--- config.mk ---
export PLATFORM = sky130hd
export DESIGN_NAME = fatori_err_aggregator
export DESIGN_NICKNAME = d
export VERILOG_FILES = /design/src/rtl/fatori_err_aggregator.sv
export SDC_FILE = /design/constraint.sdc
export NUM_CORES = 1
export LEC_CHECK = 0
export BUFFER_PORTS_ARGS = -buffer_cell sky130_fd_sc_hd__buf_2
export CAP_MARGIN = 10
export CORE_UTILIZATION = 35
export CTS_CLUSTER_DIAMETER = 150
export DETAILED_ROUTE_END_ITERATION = 8
export REMOVE_ABC_BUFFERS = 1
export SETUP_SLACK_MARGIN = 0.02
export SYNTH_ARGS = -nofsm -noshare
export SYNTH_HDL_FRONTEND = slang
export SYNTH_SLANG_ARGS = --single-unit
--- constraint.sdc ---
create_clock -name clk_i -period 4.56 [get_ports clk_i]
set_input_delay 0.912 -clock clk_i [delete_from_list [all_inputs] [get_ports clk_i]]
set_output_delay 0.912 -clock clk_i [all_outputs]
set_load 0.005 [all_outputs]
--- src/rtl/fatori_err_aggregator.sv ---
`default_nettype none
// ============================================================================
// Module      : fatori_err_aggregator
// Description : Turns voter mismatch levels into event pulses and schedules
//               scrubs of registers with correctable disagreements.
// Revision    : 1.0 - initial release
// ============================================================================
module fatori_err_aggregator #(
    parameter int NUM_REGS    = 16,
    parameter int SCRUB_DELAY = 4,
    parameter int ACK_TIMEOUT = 32,
    parameter int CNT_W       = 8,
    localparam int IDX_W      = (NUM_REGS > 1) ? $clog2(NUM_REGS) : 1
) (
    input  logic                clk_i,
    input  logic                rst_i,
    input  logic                enable_i,
    input  logic [NUM_REGS-1:0] min_err_i,
    input  logic [NUM_REGS-1:0] maj_err_i,
    input  logic                scrub_ack_i,
    output logic                new_min_err_o,
    output logic                new_maj_err_o,
    output logic                scrub_occurred_o,
    output logic                scrub_req_o,
    output logic [IDX_W-1:0]    scrub_idx_o,
    output logic [NUM_REGS-1:0] pending_o,
    output logic [CNT_W-1:0]    min_evt_cnt_o,
    output logic [CNT_W-1:0]    maj_evt_cnt_o
);

    localparam int TMR_W = (SCRUB_DELAY > 0) ? $clog2(SCRUB_DELAY + 1) : 1;
    localparam int TO_W  = $clog2(ACK_TIMEOUT + 1);
    localparam logic [TMR_W-1:0] TMR_LOAD = TMR_W'(SCRUB_DELAY);
    localparam logic [TO_W-1:0]  TO_LAST  = TO_W'(ACK_TIMEOUT - 1);
    localparam logic [CNT_W-1:0] CNT_MAX  = '1;

    typedef enum logic [1:0] {
        S_IDLE  = 2'd0,
        S_DELAY = 2'd1,
        S_REQ   = 2'd2
    } state_e;

    state_e              state_q, state_d;
    logic [NUM_REGS-1:0] min_q, maj_q, pending_q, pending_d;
    logic [IDX_W-1:0]    idx_q, idx_d;
    logic [TMR_W-1:0]    timer_q, timer_d;
    logic [TO_W-1:0]     to_q, to_d;
    logic                new_min_q, new_min_d;
    logic                new_maj_q, new_maj_d;
    logic                occ_q, occ_d;
    logic [CNT_W-1:0]    min_cnt_q, min_cnt_d;
    logic [CNT_W-1:0]    maj_cnt_q, maj_cnt_d;

    logic [NUM_REGS-1:0] rise_min, rise_maj, cand, sel_oh, sel_clr;
    logic [IDX_W-1:0]    pick;
    logic                abort, timeout_esc;

    always_comb begin
        rise_min = min_err_i & ~min_q & ~maj_err_i;
        rise_maj = maj_err_i & ~maj_q;
        // Bits already in major error are not worth scrubbing
        cand     = pending_q & ~maj_err_i;
        sel_oh   = NUM_REGS'(1) << idx_q;
        abort    = maj_err_i[idx_q];
        pick     = '0;
        for (int i = NUM_REGS - 1; i >= 0; i--) begin
            if (cand[i]) pick = IDX_W'(i);
        end
    end

    always_comb begin
        state_d     = state_q;
        idx_d       = idx_q;
        timer_d     = timer_q;
        to_d        = to_q;
        sel_clr     = '0;
        occ_d       = 1'b0;
        timeout_esc = 1'b0;
        case (state_q)
            S_IDLE: begin
                if (enable_i && (cand != '0)) begin
                    idx_d   = pick;
                    timer_d = TMR_LOAD;
                    to_d    = '0;
                    state_d = (SCRUB_DELAY == 0) ? S_REQ : S_DELAY;
                end
            end
            S_DELAY: begin
                if (abort) begin
                    sel_clr = sel_oh;
                    state_d = S_IDLE;
                end else if (timer_q <= TMR_W'(1)) begin
                    state_d = S_REQ;
                end else begin
                    timer_d = timer_q - 1'b1;
                end
            end
            S_REQ: begin
                // Ack wins over a timeout expiring in the same cycle
                if (abort) begin
                    sel_clr = sel_oh;
                    state_d = S_IDLE;
                end else if (scrub_ack_i) begin
                    sel_clr = sel_oh;
                    occ_d   = 1'b1;
                    state_d = S_IDLE;
                end else if (to_q == TO_LAST) begin
                    sel_clr     = sel_oh;
                    timeout_esc = 1'b1;
                    state_d     = S_IDLE;
                end else begin
                    to_d = to_q + 1'b1;
                end
            end
            default: state_d = S_IDLE;
        endcase
    end

    always_comb begin
        pending_d = (pending_q | (enable_i ? rise_min : '0)) & ~(maj_err_i | sel_clr);
        new_min_d = enable_i & (|rise_min);
        new_maj_d = (enable_i & (|rise_maj)) | timeout_esc;
        min_cnt_d = min_cnt_q;
        maj_cnt_d = maj_cnt_q;
        if (new_min_d && (min_cnt_q != CNT_MAX)) min_cnt_d = min_cnt_q + 1'b1;
        if (new_maj_d && (maj_cnt_q != CNT_MAX)) maj_cnt_d = maj_cnt_q + 1'b1;
    end

    always_ff @(posedge clk_i) begin
        if (rst_i) begin
            state_q   <= S_IDLE;
            min_q     <= '0;
            maj_q     <= '0;
            pending_q <= '0;
            idx_q     <= '0;
            timer_q   <= '0;
            to_q      <= '0;
            new_min_q <= 1'b0;
            new_maj_q <= 1'b0;
            occ_q     <= 1'b0;
            min_cnt_q <= '0;
            maj_cnt_q <= '0;
        end else begin
            state_q   <= state_d;
            min_q     <= min_err_i;
            maj_q     <= maj_err_i;
            pending_q <= pending_d;
            idx_q     <= idx_d;
            timer_q   <= timer_d;
            to_q      <= to_d;
            new_min_q <= new_min_d;
            new_maj_q <= new_maj_d;
            occ_q     <= occ_d;
            min_cnt_q <= min_cnt_d;
            maj_cnt_q <= maj_cnt_d;
        end
    end

    assign new_min_err_o    = new_min_q;
    assign new_maj_err_o    = new_maj_q;
    assign scrub_occurred_o = occ_q;
    assign scrub_req_o      = (state_q == S_REQ);
    assign scrub_idx_o      = idx_q;
    assign pending_o        = pending_q;
    assign min_evt_cnt_o    = min_cnt_q;
    assign maj_evt_cnt_o    = maj_cnt_q;

endmodule
`default_nettype wire

==> impl_metrics.json <==
{
  "slew_violations": 0,
  "dpl-instance-area_um2": 4490,
  "min_period_over_period_pct": 63.4,
  "cts_tree": "done",
  "clock-sinks": 82,
  "fmaxAchievable_ghz": 0.346,
  "internal_power_mw": 1.41,
  "swShare_pct": 27.7,
  "yosysWarnings": 0,
  "coreArea_um2": 11000,
  "drtPass1Iterations": 4,
  "hold_viol_final": 0,
  "grt_max_degree": 53,
  "insertion_delay_ns": 0.34,
  "synthCells": 456,
  "vias": 3533,
  "critPathLaunchType": "flop",
  "pwr-share-seq_pct": 40.8,
  "ys_seq_area_share_pct": 41.2,
  "wl_per_cell_um": 15.6,
  "maxCapViolCount": 0,
  "setup_viol": 0,
  "multi_input_area_um2": 2150,
  "syn_avg_cell_area_um2": 8.75,
  "power_leakage_nw": 2.01,
  "p_sw_mw": 0.540,
  "worstPathRequired_ns": 4.78,
  "relSlewSlack_pct": 53.9,
  "critPathSlowestCell": "dfxtp_1",
  "synth-xor-area-share_pct": 1.98,
  "critPathKind": "flop to flop",
  "syn2layout_area_growth_pct": 20.7,
  "ir_worst_vdd_v": 0.000260,
  "pwr_density_cell_nw_per_um2": 404,
  "postRouteAntennaNets": 0,
  "clkPwrFrac_pct": 40.3,
  "worst_pin_slew_ns": 0.682,
  "crit_path_end_kind": "flop",
  "place_congestion": 0.812,
  "synth-compound-area-share_pct": 17.8,
  "yosys-top-cells-area": "dfxtp_1, nor2b_1, nand2b_1",
  "rows": 38,
  "die-area_um2": 11800,
  "route.detailed.drc": 0,
  "critical_path_arrival_ns": 3.11,
  "critPathMaxStageDelay_ns": 0.75,
  "die_w_um": 109,
  "hold_buffers": 0,
  "ctsResizeCount": 0,
  "synth_edf_count": 0,
  "synth_cell_types": 52,
  "yosysTopAreaCellShare_pct": 41.2,
  "die_y_um": 109,
  "synthFlopType": "dfxtp_1",
  "rr_worst_depth": 7,
  "diodes": 0,
  "drive_above_1_share_pct": 20.2,
  "nFillCells": 1105,
  "wl_um": 10600,
  "whs_path_depth": 2,
  "path_clk_slew_ns": 0.06,
  "tns_ns": 0,
  "grt_pass1_wl_um": 16800,
  "period_needed_ns": 2.89,
  "synth_largest_area_cell": "dfxtp_1",
  "synth_top_family_by_area": "simple AND/OR/NAND/NOR gates",
  "place_hpwl_um": 7840,
  "post-place-ws_ns": 1.46,
  "status": "completed",
  "synth-simple-area-share_pct": 28.1,
  "regArea_um2": 1640,
  "drtIter0Drc": 173,
  "avgViaCountPerCell": 5.23,
  "hp-class": "flop to flop",
  "path_max_fanout": 14,
  "antenna_found_initial": 0,
  "grt_pass1_vias": 3251,
  "grt_use_total_pct": 18.8,
  "post_cts_buffers": 0,
  "synthMuxAreaShare_pct": 3.83,
  "cp_cell_sequence": "mux2_2 -> o22ai_2 -> nor3_1 -> or3_4 -> a32oi_4 -> and2_1 -> mux2_1",
  "place.port_buffers": 75,
  "final_util_pct": 43.8,
  "synth_seq_cells": 82,
  "layout_setup_ws_ns": 1.67,
  "cts-root-buf": "clkbuf_16",
  "async_flop_share_pct": 0,
  "clockBufferDepth": 2,
  "p_comb_share_pct": 18.9,
  "rsz0062_at_grt": "no",
  "overflow": 0,
  "nets": 573,
  "finalInstanceArea_um2": 4810,
  "htreeDepth": 3,
  "synth_area_um2": 3990,
  "synthAdderAreaFrac_pct": 2.20,
  "num_io_pins": 76,
  "final.setup_skew_ns": 0.00743,
  "cts_buffers": 9,
  "initial_core_util_pct": 36.3
}
[worst max-delay path, delay by kind of cell (launching register included)]
family	cells	cell delay [ns]
simple gates	3	0.72
compound gates	2	0.57
flops	1	0.75
mux	2	0.73
[state kept, by name (all words and copies together), names as in the netlist]
register	count
maj_q	16
min_q	16
pending_o	16
maj_evt_cnt_o	8
min_evt_cnt_o	8
to_q	6
scrub_idx_o	4
timer_q	3
state_q	2
new_maj_err_o	1
new_min_err_o	1
scrub_occurred_o	1
[synth_stat cells, types with 15 or more instances]
library cell / count
dfxtp_1: 82
nor2b_1: 44
inv_1: 36
nor2_1: 32
nand2b_1: 27
nand2_1: 24
a21oi_1: 21
a31oi_1: 18
a2111oi_0: 17
nor3b_1: 17
nand4_1: 15
[layout by cell type, fill, tap and decap left out, types with 3 or more instances in the layout]
cell type  instances
dfxtp_1           82
nor3_1             6
buf_2             75
nor4_1             4
and3_1            11
xor2_1             8
mux2i_1            7
a31oi_1           18
mux2_2             5
ha_1               7
nand2_1           24
a31o_2             4
a21oi_1           21
nand3_1            7
clkbuf_16          9
inv_1             36
nor3b_1           17
o21ai_0            8
nor2_1            32
o211ai_1           3
and2_1             4
a2111oi_0         17
nand4_1           15
nor2b_1           44
nand2b_1          27
[logic make-up after synthesis]
family / count (synthesis)
buffers and inverters: 50
AO/OA/AOI/OAI: 96
adder cells (fa/ha/maj): 7
AND/OR/NAND/NOR: 198
flip-flops: 82
XOR/XNOR: 9
multiplexers: 14
[layout make-up]
cell class,instances,area share [%]
clock buffer,12,5.12
clock inverter,4,1.56
inverter,36,2.81
multi-input combinational,324,44.7
sequential,82,34.1
tap,140,3.64
timing repair buffer,77,8.11
[final timing paths]
check,start,end,slack [ns]
hold reg to reg,timer_q[0],timer_q[0],0.47
setup reg to reg,scrub_idx_o[1],maj_evt_cnt_o[2],1.67
setup / recovery,scrub_idx_o[1],maj_evt_cnt_o[2],1.67
hold / removal,timer_q[0],timer_q[0],0.47
[per-layer routing]
layer | track usage, % | wire [µm] | vias up
li1 | - | - | 1785
met1 | 23.9 | 5060 | 1656
met2 | 30.4 | 4840 | 78
met3 | 4.42 | 461 | 14
met4 | 7.53 | 197 | 0
met5 | 0 | 0 | -
[stage by stage]
stage,instances,power (mW),hold slack (ns)
finish,675,1.95,0.471
global route,675,2.04,0.492
CTS,675,1.96,0.473
detailed placement,659,1.18,0.463
global placement,659,1.17,0.460
floorplan,442,1.05,0.444
[power by group through the flow]
stage	registers, mW	logic (mW)	clock network, mW
floorplan	0.802	0.244	0
global placement	0.808	0.363	0
detailed placement	0.810	0.367	0
CTS	0.794	0.370	0.797
global route	0.800	0.416	0.827
finish	0.794	0.369	0.785
No activity file was read; power rests on OpenSTA's default activity.
